**src/rtl/cmd_rsp_initiator_pkg.sv**
```systemverilog
// Shared types, defaults and helpers for the command/response initiator.
package cmd_rsp_initiator_pkg;

    localparam int unsigned FID_W                  = 10;
    localparam int unsigned DEFAULT_TIMEOUT_CYCLES = 1024;
    localparam logic [31:0] DEFAULT_TIMEOUT_DATA   = 32'hDEAD_BEEF;

    typedef enum logic [1:0] {
        ST_IDLE     = 2'd0,
        ST_CMD      = 2'd1,
        ST_WAIT_RSP = 2'd2,
        ST_RESULT   = 2'd3
    } state_e;

    function automatic logic [7:0] sat_inc8(input logic [7:0] value);
        logic [7:0] result;
        if (value == 8'hFF) begin
            result = value;
        end else begin
            result = value + 8'd1;
        end
        return result;
    endfunction

endpackage

```
**src/rtl/cmd_rsp_timeout_timer.sv**
```systemverilog
// Cycle counter measuring how long the outstanding command has been in flight.
module cmd_rsp_timeout_timer
    import cmd_rsp_initiator_pkg::*;
#(
    parameter int unsigned TIMEOUT_CYCLES = DEFAULT_TIMEOUT_CYCLES
) (
    input  logic clk,
    input  logic reset,
    input  logic clear,
    input  logic enable,
    output logic expired
);

    localparam int unsigned   CW   = (TIMEOUT_CYCLES > 1) ? $clog2(TIMEOUT_CYCLES) : 1;
    localparam logic [CW-1:0] LAST = CW'(TIMEOUT_CYCLES - 1);

    logic [CW-1:0] count_q;
    logic [CW-1:0] count_d;

    assign expired = (count_q == LAST);

    // Next count: restart on a new command, hold once the terminal value is reached.
    always_comb begin
        count_d = count_q;
        if (clear) begin
            count_d = '0;
        end else if (enable && !expired) begin
            count_d = count_q + CW'(1'b1);
        end else begin
            count_d = count_q;
        end
    end

    // Count register.
    always_ff @(posedge clk) begin
        if (reset) begin
            count_q <= '0;
        end else begin
            count_q <= count_d;
        end
    end

endmodule

```
**src/rtl/cmd_rsp_initiator.sv**
```systemverilog
// Issues one command at a time to an accelerator, collects its response or
// aborts on timeout, and presents the result upstream.
module cmd_rsp_initiator
    import cmd_rsp_initiator_pkg::*;
#(
    parameter int unsigned TIMEOUT_CYCLES = DEFAULT_TIMEOUT_CYCLES,
    parameter logic [31:0] TIMEOUT_DATA   = DEFAULT_TIMEOUT_DATA
) (
    input  logic             clk,
    input  logic             reset,
    input  logic             req_valid,
    output logic             req_ready,
    input  logic [FID_W-1:0] req_function_id,
    input  logic [31:0]      req_inputs_0,
    input  logic [31:0]      req_inputs_1,
    output logic             cmd_valid,
    output logic [FID_W-1:0] cmd_function_id,
    output logic [31:0]      cmd_inputs_0,
    output logic [31:0]      cmd_inputs_1,
    input  logic             cmd_ready,
    input  logic             rsp_valid,
    input  logic [31:0]      rsp_outputs_0,
    output logic             rsp_ready,
    output logic             res_valid,
    input  logic             res_ready,
    output logic [31:0]      res_data,
    output logic [FID_W-1:0] res_function_id,
    output logic             res_timeout,
    input  logic             cmd_int,
    input  logic             irq_clear,
    output logic             irq_pending,
    output logic             busy,
    output logic [7:0]       stray_rsp_cnt
);

    state_e           state_q, state_d;
    logic             req_ready_q, req_ready_d;
    logic             cmd_valid_q, cmd_valid_d;
    logic [FID_W-1:0] cmd_function_id_q, cmd_function_id_d;
    logic [31:0]      cmd_inputs_0_q, cmd_inputs_0_d;
    logic [31:0]      cmd_inputs_1_q, cmd_inputs_1_d;
    logic             res_valid_q, res_valid_d;
    logic [31:0]      res_data_q, res_data_d;
    logic [FID_W-1:0] res_function_id_q, res_function_id_d;
    logic             res_timeout_q, res_timeout_d;
    logic             irq_pending_q, irq_pending_d;
    logic             busy_q, busy_d;
    logic [7:0]       stray_cnt_q, stray_cnt_d;

    logic accept_s;
    logic capture_s;
    logic stray_s;
    logic timer_enable_s;
    logic timer_expired_s;

    assign accept_s       = (state_q == ST_IDLE) && req_valid && req_ready_q;
    // A response is only accepted while the command is being (or has been) taken.
    assign capture_s      = rsp_valid &&
                            (((state_q == ST_CMD) && cmd_ready) || (state_q == ST_WAIT_RSP));
    assign stray_s        = rsp_valid && !capture_s;
    assign timer_enable_s = (state_q == ST_CMD) || (state_q == ST_WAIT_RSP);

    cmd_rsp_timeout_timer #(
        .TIMEOUT_CYCLES (TIMEOUT_CYCLES)
    ) u_timer (
        .clk     (clk),
        .reset   (reset),
        .clear   (accept_s),
        .enable  (timer_enable_s),
        .expired (timer_expired_s)
    );

    // Next-state and next-output computation for the transaction FSM and status.
    always_comb begin
        state_d           = state_q;
        cmd_valid_d       = cmd_valid_q;
        cmd_function_id_d = cmd_function_id_q;
        cmd_inputs_0_d    = cmd_inputs_0_q;
        cmd_inputs_1_d    = cmd_inputs_1_q;
        res_valid_d       = res_valid_q;
        res_data_d        = res_data_q;
        res_function_id_d = res_function_id_q;
        res_timeout_d     = res_timeout_q;

        case (state_q)
            ST_IDLE: begin
                if (accept_s) begin
                    state_d           = ST_CMD;
                    cmd_valid_d       = 1'b1;
                    cmd_function_id_d = req_function_id;
                    cmd_inputs_0_d    = req_inputs_0;
                    cmd_inputs_1_d    = req_inputs_1;
                    res_function_id_d = req_function_id;
                end else begin
                    state_d = ST_IDLE;
                end
            end
            ST_CMD, ST_WAIT_RSP: begin
                if (capture_s) begin
                    state_d       = ST_RESULT;
                    cmd_valid_d   = 1'b0;
                    res_valid_d   = 1'b1;
                    res_data_d    = rsp_outputs_0;
                    res_timeout_d = 1'b0;
                end else if (timer_expired_s) begin
                    state_d       = ST_RESULT;
                    cmd_valid_d   = 1'b0;
                    res_valid_d   = 1'b1;
                    res_data_d    = TIMEOUT_DATA;
                    res_timeout_d = 1'b1;
                end else if ((state_q == ST_CMD) && cmd_ready) begin
                    state_d     = ST_WAIT_RSP;
                    cmd_valid_d = 1'b0;
                end else begin
                    state_d = state_q;
                end
            end
            ST_RESULT: begin
                if (res_ready) begin
                    state_d     = ST_IDLE;
                    res_valid_d = 1'b0;
                end else begin
                    state_d = ST_RESULT;
                end
            end
            default: begin
                state_d     = ST_IDLE;
                cmd_valid_d = 1'b0;
                res_valid_d = 1'b0;
            end
        endcase

        req_ready_d = (state_d == ST_IDLE);
        busy_d      = (state_d != ST_IDLE);

        if (stray_s) begin
            stray_cnt_d = sat_inc8(stray_cnt_q);
        end else begin
            stray_cnt_d = stray_cnt_q;
        end

        // Setting wins over clearing so a coincident interrupt is never lost.
        if (cmd_int) begin
            irq_pending_d = 1'b1;
        end else if (irq_clear) begin
            irq_pending_d = 1'b0;
        end else begin
            irq_pending_d = irq_pending_q;
        end
    end

    // FSM state and registered outputs.
    always_ff @(posedge clk) begin
        if (reset) begin
            state_q           <= ST_IDLE;
            req_ready_q       <= 1'b0;
            cmd_valid_q       <= 1'b0;
            cmd_function_id_q <= '0;
            cmd_inputs_0_q    <= 32'd0;
            cmd_inputs_1_q    <= 32'd0;
            res_valid_q       <= 1'b0;
            res_data_q        <= 32'd0;
            res_function_id_q <= '0;
            res_timeout_q     <= 1'b0;
            irq_pending_q     <= 1'b0;
            busy_q            <= 1'b0;
            stray_cnt_q       <= 8'd0;
        end else begin
            state_q           <= state_d;
            req_ready_q       <= req_ready_d;
            cmd_valid_q       <= cmd_valid_d;
            cmd_function_id_q <= cmd_function_id_d;
            cmd_inputs_0_q    <= cmd_inputs_0_d;
            cmd_inputs_1_q    <= cmd_inputs_1_d;
            res_valid_q       <= res_valid_d;
            res_data_q        <= res_data_d;
            res_function_id_q <= res_function_id_d;
            res_timeout_q     <= res_timeout_d;
            irq_pending_q     <= irq_pending_d;
            busy_q            <= busy_d;
            stray_cnt_q       <= stray_cnt_d;
        end
    end

    assign req_ready       = req_ready_q;
    assign cmd_valid       = cmd_valid_q;
    assign cmd_function_id = cmd_function_id_q;
    assign cmd_inputs_0    = cmd_inputs_0_q;
    assign cmd_inputs_1    = cmd_inputs_1_q;
    assign rsp_ready       = 1'b1;
    assign res_valid       = res_valid_q;
    assign res_data        = res_data_q;
    assign res_function_id = res_function_id_q;
    assign res_timeout     = res_timeout_q;
    assign irq_pending     = irq_pending_q;
    assign busy            = busy_q;
    assign stray_rsp_cnt   = stray_cnt_q;

endmodule

```
**config.mk**
```make
export PLATFORM = sky130hd
export DESIGN_NAME = cmd_rsp_initiator
export DESIGN_NICKNAME = d
export VERILOG_FILES = /design/src/rtl/cmd_rsp_initiator_pkg.sv /design/src/rtl/cmd_rsp_timeout_timer.sv /design/src/rtl/cmd_rsp_initiator.sv
export SDC_FILE = /design/constraint.sdc
export NUM_CORES = 1
export LEC_CHECK = 0
export ABC_CLOCK_PERIOD_IN_PS = 3800
export CORE_ASPECT_RATIO = 0.6
export CORE_MARGIN = 5
export CORE_UTILIZATION = 44
export DETAILED_ROUTE_END_ITERATION = 7
export GPL_ROUTABILITY_DRIVEN = 1
export PLACE_DENSITY_LB_ADDON = 0.08
export SETUP_SLACK_MARGIN = 0.5
export SLEW_MARGIN = 15
export SYNTH_ARGS = -nofsm -noshare
export SYNTH_HDL_FRONTEND = slang
export SYNTH_SLANG_ARGS = --single-unit
```
**constraint.sdc**
```tcl
create_clock -name clk -period 3.8 [get_ports clk]
set_input_delay 0.57 -clock clk [delete_from_list [all_inputs] [get_ports clk]]
set_output_delay 0.57 -clock clk [all_outputs]
set_load 0.005 [all_outputs]
```
==> impl_metrics.csv <==
group,metric,value,unit
global_route,grt_pass1_wl,24.7,mm
drt,vias,4915,
cells_and_area,seq_area,0.00264,mm²
worst_hold_path,hold-path-endpoint,"cmd_inputs_0[18]",
global_route,grt_max_degree,79,
die,core-area,0.0113,mm²
sta,hold_viol,0,
cts,path_clk_slew,0.06,ns
drt,drt_first_pass_iters,4,
drt,ant_nets,0,
global_route,grt_util_all_layers,0.225,
cells_and_area,final_common_cell,"clkdlybuf4s50_1",
critical_path,r2r_end,"res_data[7]",
drt,viasPerCell,4.96,
sta,finalSetupViolCount,0,
critical_path,r2r-start,"state_q[1]",
yosys,synth_area_leader_cell,"dfxtp_1",
die,fp.dieArea,0.0138,mm²
placement,dp_hpwl,11.3,mm
sta,skew,0.00797,ns
cts,root_buffer,"clkbuf_16",
global_route,overflow,0,
power,p_per_area,462,mW/mm²
drt,routed_wl,15.7,mm
yosys,synth_edf_count,0,
power,ir_worst_vdd,0.353,mV
die,rows,30,
die,die_h,92.9,µm
cells_and_area,fillers,856,
global_route,first_global_vias,4811,
critical_path,regToRegSetupSlack,1.48,ns
worst_hold_path,hp-class,"flip-flop to flip-flop",
yosys,syn_inst,615,
critical_path,crit_path_start_kind,"flip-flop",
sta,period_needed,2.32,ns
die,start_util,0.447,
run,maxCapViolations,0,
critical_path,required,4.12,ns
drt,wire_per_inst,15.9,µm
sta,hold_ws,0.452,ns
run_status,status,"finished clean",
critical_path,worst_ep_arrival_time,2.64,ns
yosys,synth_fp_nets,737,
yosys,synth_area_leaders,"dfxtp_1, nand2_1, a21oi_1",
cells_and_area,multiInputGateArea,0.00213,mm²
critical_path,path_class,"flip-flop to flip-flop",
die,ios,245,
yosys,post_synth.cell_area_avg,8.19,µm²
power,leakagePower,0.00293,µW
power,total_power,3760,µW
placement,portBuffers,243,
sta,fin_crit_sh,0.610,
yosys,syn_area,0.00504,mm²
cts,clockBufferDepth,2,
sta,rsz0062_at_grt,"false",
yosys,synth_cell_type_count,39,
sta,worst-slew-pin-transition,0.788,ns
critical_path,reg2regPathDepth,6,
cells_and_area,fin_cells,990,
cells_and_area,layout-drive-gt1-share,0.0721,
placement,place_ws,1.35,ns
drt,drt_iter0_drc,238,
worst_hold_path,holdPathStages,2,
worst_hold_path,min-delay-start,"cmd_inputs_0[18]",
cts,post-cts-setup-buffers,0,
sta,layout_setup_ws,1.48,ns
placement,place_inst,959,
yosys,synth_seq_cells,132,
yosys,async_reset_ff_frac,0,
cells_and_area,area_delta_synth_final,61.3,%
cts,htreeDepth,4,
cells_and_area,layout.cells.most_common_list,"clkdlybuf4s50_1, nand2_1, dfxtp_1",
cts,cts_sinks,132,
cells_and_area,fin_nets,956,
cts,insertion_delay,0.41,ns
cts,cts_hold_buf,0,
drt,drc,0,
yosys,synthFlopType,"dfxtp_1",
global_route,grt_antenna_before_repair,0,
cts,cts_made_buffers,17,
cts,cts_tree,"yes",
critical_path,worst_setup_path_end_kind,"flip-flop",
critical_path,crit_fanout,25,
sta,maxSlewViolCount,0,
yosys,synth_top_area_frac,0.524,
yosys,yosysWarnings,0,
placement,gp_congestion,0.828,
sta,fin_setup_tns,0,ns
sta,slew_headroom,0.475,
sta,fmax,431,MHz
die,die_x,148,µm
cts,post_cts_resize_count,0,
cells_and_area,diodes,0,
yosys,ys_seq_area_frac,0.524,
metal layers:
layer | share of wire | GRT usage
met1 | 0.42 | 0.277
met4 | 0.018 | 0.0784
met3 | 0.098 | 0.0797
met2 | 0.47 | 0.368
met5 | 0 | 0
metrics by stage:
stage	util	instance area, µm²
2_1_floorplan	-	5040
3_3_place_gp	0.662	7460
3_5_place_dp	0.662	7460
4_1_cts	0.722	8130
5_1_grt	0.722	8130
6_report	0.722	8130
flip-flops by register name, indices dropped and copies added, names as in the netlist:
name and cells:
state_q 2, cmd_inputs_0 32, res_timeout 1, res_function_id 10, u_timer.count_q 10, req_ready 1, stray_rsp_cnt 8, busy 1
res_data 32, res_valid 1, cmd_inputs_1 32, irq_pending 1, cmd_valid 1
critical path, cell delays in order, from the launching register on:
cell and delay, ns:
dfxtp_1 0.43, inv_1 0.12, ha_1 0.51, inv_1 0.19, o21ai_4 0.67, nor2_1 0.10, nor3_1 0.22
synth_stat cells, types with 8 or more instances:
| cell type | n |
|---|---|
| dfxtp_1 | 132 |
| nor2_1 | 66 |
| nor2_2 | 10 |
| inv_1 | 8 |
| buf_4 | 11 |
| ha_1 | 8 |
| nor3_1 | 21 |
| nand3_1 | 12 |
| nor3_2 | 9 |
| a21oi_1 | 85 |
| clkbuf_1 | 31 |
| nand2_1 | 157 |
| a22oi_1 | 10 |
final cells by class:
cell class / count / area share
Clock buffer: 19 / 0.0545
Clock inverter: 12 / 0.0279
Tap cell: 144 / 0.0222
Multi-Input combinational cell: 426 / 0.262
Inverter: 8 / 0.00369
Sequential cell: 132 / 0.325
Timing Repair Buffer: 249 / 0.304
logic make-up (layout without fill, tap and decap cells):
| family | count (synthesis) | after routing | synth area share |
|---|---|---|---|
| muxes | 1 | 1 | 0.00199 |
| AOI/OAI and AO/OA | 114 | 114 | 0.128 |
| and+or+nand+nor | 291 | 291 | 0.252 |
| xor gates and xnor gates | 11 | 11 | 0.0191 |
| DFF | 132 | 132 | 0.524 |
| buffers and inverters | 57 | 288 | 0.0539 |
| other | 1 | 1 | 0.000744 |
| adders and majority gates | 8 | 8 | 0.0199 |
power breakdown:
part	internal [µW]	switching, µW
logic	252	182
registers	1440	35.5
clock network	1250	597
worst max-delay path by stage:
stage / slack (ns) / cells past startpoint / endpoint / start
after floorplan: 1.89 / 7 / busy / state_q[0]
after global placement: 1.44 / 5 / u_timer.count_q[8] / req_valid
after detailed placement: 1.35 / 5 / u_timer.count_q[3] / req_valid
after CTS: 1.46 / 6 / res_data[7] / state_q[1]
after global routing: 1.28 / 6 / res_data[13] / state_q[1]
final: 1.48 / 6 / res_data[7] / state_q[1]
No activity file was read; power rests on OpenSTA's default activity.
